<file path="config.mk">
export PLATFORM = sky130hd
export DESIGN_NAME = grant_scheduler
export DESIGN_NICKNAME = d
export VERILOG_FILES = /design/src/rtl/grant_scheduler.sv
export SDC_FILE = /design/constraint.sdc
export NUM_CORES = 1
export LEC_CHECK = 0
export CORE_MARGIN = 4
export CORE_UTILIZATION = 45
export DETAILED_ROUTE_END_ITERATION = 10
export MAX_ROUTING_LAYER = met4
export PLACE_DENSITY = 0.7
export SLEW_MARGIN = 20
export SYNTH_ARGS = -nofsm -noshare
export SYNTH_HDL_FRONTEND = slang
export SYNTH_SLANG_ARGS = --single-unit
</file>
<file path="constraint.sdc">
create_clock -name clk -period 3.6 [get_ports clk]
set_input_delay 0.36 -clock clk [delete_from_list [all_inputs] [get_ports clk]]
set_output_delay 0.36 -clock clk [all_outputs]
set_load 0.005 [all_outputs]
</file>
<file path="src/rtl/grant_scheduler.sv">
// Sequential arbiter granting one shared resource to one of N requesters, with
// fixed-priority or round-robin selection, a hold-time limit and a release gap.
module grant_scheduler #(
   parameter int N        = 15,
   parameter int IDW      = 4,
   parameter int MAX_HOLD = 8
) (
   input  logic           clk,
   input  logic           rst,
   input  logic           en,
   input  logic           mode,
   input  logic [N-1:0]   req,
   input  logic           done,
   output logic [N-1:0]   gnt,
   output logic           gnt_valid,
   output logic [IDW-1:0] gnt_id,
   output logic           busy,
   output logic           timeout
);

   localparam logic [1:0] ST_IDLE    = 2'd0;
   localparam logic [1:0] ST_GRANT   = 2'd1;
   localparam logic [1:0] ST_RELEASE = 2'd2;

   localparam int            HW         = 8;
   localparam logic [HW-1:0] HOLD_LIMIT = HW'(MAX_HOLD);
   localparam logic [N-1:0]  ONE_N      = {{(N-1){1'b0}}, 1'b1};

   logic [1:0]     state_q,     state_d;
   logic [N-1:0]   gnt_q,       gnt_d;
   logic [IDW-1:0] gnt_id_q,    gnt_id_d;
   logic [IDW-1:0] last_id_q,   last_id_d;
   logic [HW-1:0]  hold_cnt_q,  hold_cnt_d;
   logic           timeout_q,   timeout_d;
   logic           gnt_valid_q, gnt_valid_d;
   logic           busy_q,      busy_d;

   logic [N-1:0]   low_req;
   logic [IDW-1:0] win_id;
   logic [N-1:0]   win_oh;
   logic           owner_req;
   logic           hold_limit;

   function automatic logic [IDW-1:0] highest(input logic [N-1:0] v);
      highest = '0;
      for (int i = 0; i < N; i++) begin
         if (v[i]) highest = IDW'(i);
      end
   endfunction

   // Round-robin = highest request below last_id, else highest overall (wrap).
   // With mode = 0 the lower window is empty, which gives plain fixed priority.
   always_comb begin
      low_req = '0;
      for (int i = 0; i < N; i++) begin
         low_req[i] = req[i] & mode & (IDW'(i) < last_id_q);
      end
      win_id = (low_req != '0) ? highest(low_req) : highest(req);
      win_oh = ONE_N << win_id;
   end

   assign owner_req  = |(req & gnt_q);
   assign hold_limit = (hold_cnt_q == HOLD_LIMIT);

   always_comb begin
      // NOTE: every next-state signal gets a default first so no path through
      // the case statement leaves one unassigned and infers a latch.
      state_d    = state_q;
      gnt_d      = gnt_q;
      gnt_id_d   = gnt_id_q;
      last_id_d  = last_id_q;
      hold_cnt_d = hold_cnt_q;
      timeout_d  = 1'b0;

      case (state_q)
         ST_IDLE: begin
            if (en && (req != '0)) begin
               state_d    = ST_GRANT;
               gnt_d      = win_oh;
               gnt_id_d   = win_id;
               hold_cnt_d = HW'(1);
            end
         end
         ST_GRANT: begin
            if (done || !owner_req || hold_limit) begin
               state_d    = ST_RELEASE;
               gnt_d      = '0;
               gnt_id_d   = '1;
               last_id_d  = gnt_id_q;
               hold_cnt_d = '0;
               timeout_d  = hold_limit & ~done & owner_req;
            end else begin
               hold_cnt_d = hold_cnt_q + HW'(1);
            end
         end
         ST_RELEASE: begin
            state_d = ST_IDLE;
         end
         default: begin
            state_d  = ST_IDLE;
            gnt_d    = '0;
            gnt_id_d = '1;
         end
      endcase

      gnt_valid_d = (gnt_d != '0);
      busy_d      = (state_d != ST_IDLE);
   end

   // NOTE: state registers use non-blocking assignments so every flop samples
   // the pre-edge values, independent of block evaluation order.
   always_ff @(posedge clk or posedge rst) begin
      if (rst) begin
         state_q     <= ST_IDLE;
         gnt_q       <= '0;
         gnt_id_q    <= '1;
         last_id_q   <= '0;
         hold_cnt_q  <= '0;
         timeout_q   <= 1'b0;
         gnt_valid_q <= 1'b0;
         busy_q      <= 1'b0;
      end else begin
         state_q     <= state_d;
         gnt_q       <= gnt_d;
         gnt_id_q    <= gnt_id_d;
         last_id_q   <= last_id_d;
         hold_cnt_q  <= hold_cnt_d;
         timeout_q   <= timeout_d;
         gnt_valid_q <= gnt_valid_d;
         busy_q      <= busy_d;
      end
   end

   assign gnt       = gnt_q;
   assign gnt_valid = gnt_valid_q;
   assign gnt_id    = gnt_id_q;
   assign busy      = busy_q;
   assign timeout   = timeout_q;

endmodule

</file>
==> results summary <==
The die is 80.93 um tall. The final antenna diode count came out at 0. The residual antenna-violating net count after detailed routing came out at 0. The total power after layout came out at 2.070 mW.

The HPWL after detailed placement is 4.858 mm. Clock tree synthesis inserted a total of 5 buffers. The CTS H-tree depth is 2.

The reported leakage power is 1.168 nW. The synthesized instance count is ~270. The first detailed-routing pass ran for 4 iterations. The proportion of synthesized flip-flops having asynchronous set or reset came out at 1.000.

The routed wire length came out at 6.434 mm. The initial detailed-routing violation count came out at 136. The adder-cell share of the synthesized area came out at 0.01045. After clock tree synthesis, the clock-pin slew on the worst setup and hold paths is roughly 70 ps. The post-layout net count is 325. The average routed wire per standard cell came out at around 17 um. The via count of the first global-routing pass is around 2200. between 40 and 50 I/O pins were placed. Leaving out fill and tap cells, the most frequent cell in the layout is sky130_fd_sc_hd__nand2_1. The total number of yosys warnings came out at 0. The fraction of the mapped netlist area in compound gates came out at 0.3163. Row generation in the floorplan step produced 26 rows. STA puts the critical path data required time at ~3800 ps. The quantity of I/O buffers inserted on ports came out at 41. The detail-routed via count per cell is 5.995. The multiplexer area fraction after synthesis is 0.004182. The clock net in this run drives a total of 36 sinks.

In the final layout, the share of cells above drive strength 1 is 0.1349. The post-cts resize count came out at 0. The synthesis-stage register bit count is 36. Across every metal layer, demand over resource in global routing totals 0.2144. In the final timing run, aggregate negative setup slack is 0 ps. The hold violation count in the final report came out at 0. The synthesized area per cell came out at about 9 um^2. In this run the worst path has a maximum fanout of 13. For this run the aggregate overflow at the end of global routing stands at 0. The total of max-cap violations is 0. The worst-skew pair later-pin latency came out at 280 ps.

The pin slew with the least headroom to its limit came out at 676.2 ps. The simple logic cell fraction of the synthesized area came out at 0.2331. The final cell count without fillers is between 300 and 400. The count of unique library cells instantiated by Yosys came out at 70. The share of the Yosys chip area taken by registers is 0.3785. CTS placed an instance of sky130_fd_sc_hd__clkbuf_8 at the clock tree root. Buffers added to address setup during post-CTS repair amount to 0.

The initial utilization of the core area, before any placement, comes to 0.4657. The count of pins over their slew limit is 0. The total setup violations reported at the end of the flow is 0. In the synthesized netlist the dominant register cell turns out to be sky130_fd_sc_hd__dfrtp_1. The arrival time reported for the critical path endpoint is about 2800 ps. The worst min-delay path category is input port to async pin. The highest attainable clock frequency came out at 393.6 MHz. TritonCTS built the clock tree. In the layout the commonest cells are sky130_fd_sc_hd__nand2_1, sky130_fd_sc_hd__clkdlybuf4s50_1, sky130_fd_sc_hd__dfrtp_1. The worst setup path is captured at a flop.

The count of flip-flops with a built-in enable after synthesis is 0. The shortest clock period the worst path allows after layout is 2541 ps. The net count after synthesis is between 200 and 300. The maximum resistive drop on vdd is 0.0003427 V. The placeable core region is 5140 um^2. The number of antenna violations at the first check in global routing came to 0. The detailed-route DRC error count is 0. On the final layout, the worst clock skew is roughly 8.5 ps. The total power divided by cell area came out at 709.6 nW/um^2. The largest net degree at the start of global routing is 37. The area taken by flip-flops and latches came out at slightly above 900 um^2. The run finished with clean final reports.

The worst slew margin relative to its limit came out at 0.5492. From synthesis to final layout, the design area changed by 21.90%. The via total after detailed routing came out at between 2000 and 2500.

The congestion estimate from routability-driven global placement came to 0.8739. The wire length of the first global-routing pass came out at 10.65 mm. The share of the synthesized netlist area taken by xor and xnor gates is 0.007318. The number of hold buffers added after CTS was 0. The worst setup path is launched from an input port.

The final period utilization is 0.7058. The total die area came out at around 6500 um^2. The number of buffers on the longest clock path came out at 2. The total area of multi-input combinational cells is 1368 um^2. After synthesis, the largest family of logic cells by area is compound AO/OA/AOI/OAI gates.

The kind of critical path is input port to flop. Including well taps, the total number of placed cells is 366. The width of the die is 80.93 um. Setup repair after global routing left no endpoint under its margin.

The post-synthesis instance area is around 2400 um^2. After filler insertion, the fill cell instance count of the layout stands at 516.
[flip-flops by register name (all words and copies together), names as in the netlist]
register    cells
gnt            15
hold_cnt_q      8
gnt_id          4
last_id_q       4
state_q         2
busy            1
gnt_valid       1
timeout         1
[critical path: stages]
cell and delay [ps]:
sky130_fd_sc_hd__clkdlybuf4s50_1 770, sky130_fd_sc_hd__a311oi_1 180, sky130_fd_sc_hd__nor3_2 230, sky130_fd_sc_hd__and4bb_4 290, sky130_fd_sc_hd__a31oi_4 210, sky130_fd_sc_hd__o211ai_4 150
sky130_fd_sc_hd__or3_4 430, sky130_fd_sc_hd__o21ai_2 120
[routing by layer]
layer	routed length, um	vias up	track usage	part of all wire
li1	-	1078	-	-
met1	2939	1063	0.2959	0.46
met2	2974	88	0.3300	0.46
met3	386	13	0.02882	0.060
met4	134	0	0.06250	0.021
met5	0	-	-	0
[layout make-up]
cell class,instances,share of cell area
inverter,12,0.01544
clock inverter,1,0.002573
tap,70,0.03002
clock buffer,7,0.02959
sequential,36,0.3105
multi-input combinational,206,0.4687
timing repair buffer,42,0.1432
[cell families (layout without fill, tap and decap cells)]
| group | Yosys count | in the layout |
|---|---|---|
| flops | 36 | 36 |
| mux | 1 | 1 |
| buf+inv | 23 | 62 |
| compound gates | 94 | 94 |
| fa+ha+maj | 2 | 2 |
| xor+xnor | 2 | 2 |
| simple gates | 107 | 107 |
[Yosys cell counts, types with 3 or more instances]
cell | instances | area (um^2)
sky130_fd_sc_hd__a22oi_1 | 7 | 52.55
sky130_fd_sc_hd__or3_1 | 3 | 18.77
sky130_fd_sc_hd__o22a_1 | 3 | 26.28
sky130_fd_sc_hd__nand2b_1 | 5 | 31.28
sky130_fd_sc_hd__nor3_1 | 6 | 30.03
sky130_fd_sc_hd__o21ai_0 | 16 | 80.08
sky130_fd_sc_hd__a21oi_1 | 6 | 30.03
sky130_fd_sc_hd__nand3_1 | 6 | 30.03
sky130_fd_sc_hd__nand2_1 | 42 | 157.7
sky130_fd_sc_hd__buf_6 | 3 | 33.78
sky130_fd_sc_hd__nor2_1 | 15 | 56.30
sky130_fd_sc_hd__a22o_1 | 5 | 43.79
sky130_fd_sc_hd__dfrtp_1 | 32 | 800.8
sky130_fd_sc_hd__buf_2 | 5 | 25.02
sky130_fd_sc_hd__dfstp_2 | 4 | 105.1
sky130_fd_sc_hd__and3_1 | 4 | 25.02
sky130_fd_sc_hd__o22ai_1 | 3 | 18.77
sky130_fd_sc_hd__nor3_2 | 3 | 30.03
sky130_fd_sc_hd__o21ai_2 | 3 | 26.28
sky130_fd_sc_hd__nor4_1 | 5 | 31.28
sky130_fd_sc_hd__inv_1 | 12 | 45.04
sky130_fd_sc_hd__nand4_1 | 3 | 18.77
sky130_fd_sc_hd__o21ai_1 | 10 | 50.05
sky130_fd_sc_hd__or2_2 | 3 | 18.77
sky130_fd_sc_hd__a21o_1 | 3 | 22.52
sky130_fd_sc_hd__a31oi_1 | 4 | 25.02
[report_power, final]
group	switching [mW]	internal, mW
sequential	0.211	0.531
clock	0.141	0.155
combinational	0.565	0.467
total	0.916	1.15
[stage by stage]
stage	instance area (um^2)	hold slack, ps	setup WS, ps	utilization
floorplan	2394	476.4	1517	-
global placement	2824	505.8	819.7	0.5494
detailed placement	2824	507.9	782.5	0.5494
CTS	2918	477.1	1073	0.5677
global route	2918	525.7	906.0	0.5677
finish	2918	468.7	1059	0.5677
[worst paths after layout]
path,from,endpoint,slack (ps),cells past startpoint
max in group asynchronous,rst,gnt_id[2],2790,3
max reg2reg,last_id_q[2],gnt[4],1150,7
min,rst,hold_cnt_q[2],470,3
max,mode,gnt[13],1060,8
min reg2reg,gnt_id[1],last_id_q[1],510,2
min in group clk,gnt_id[1],last_id_q[1],510,2
No activity file was read; power rests on OpenSTA's default activity.
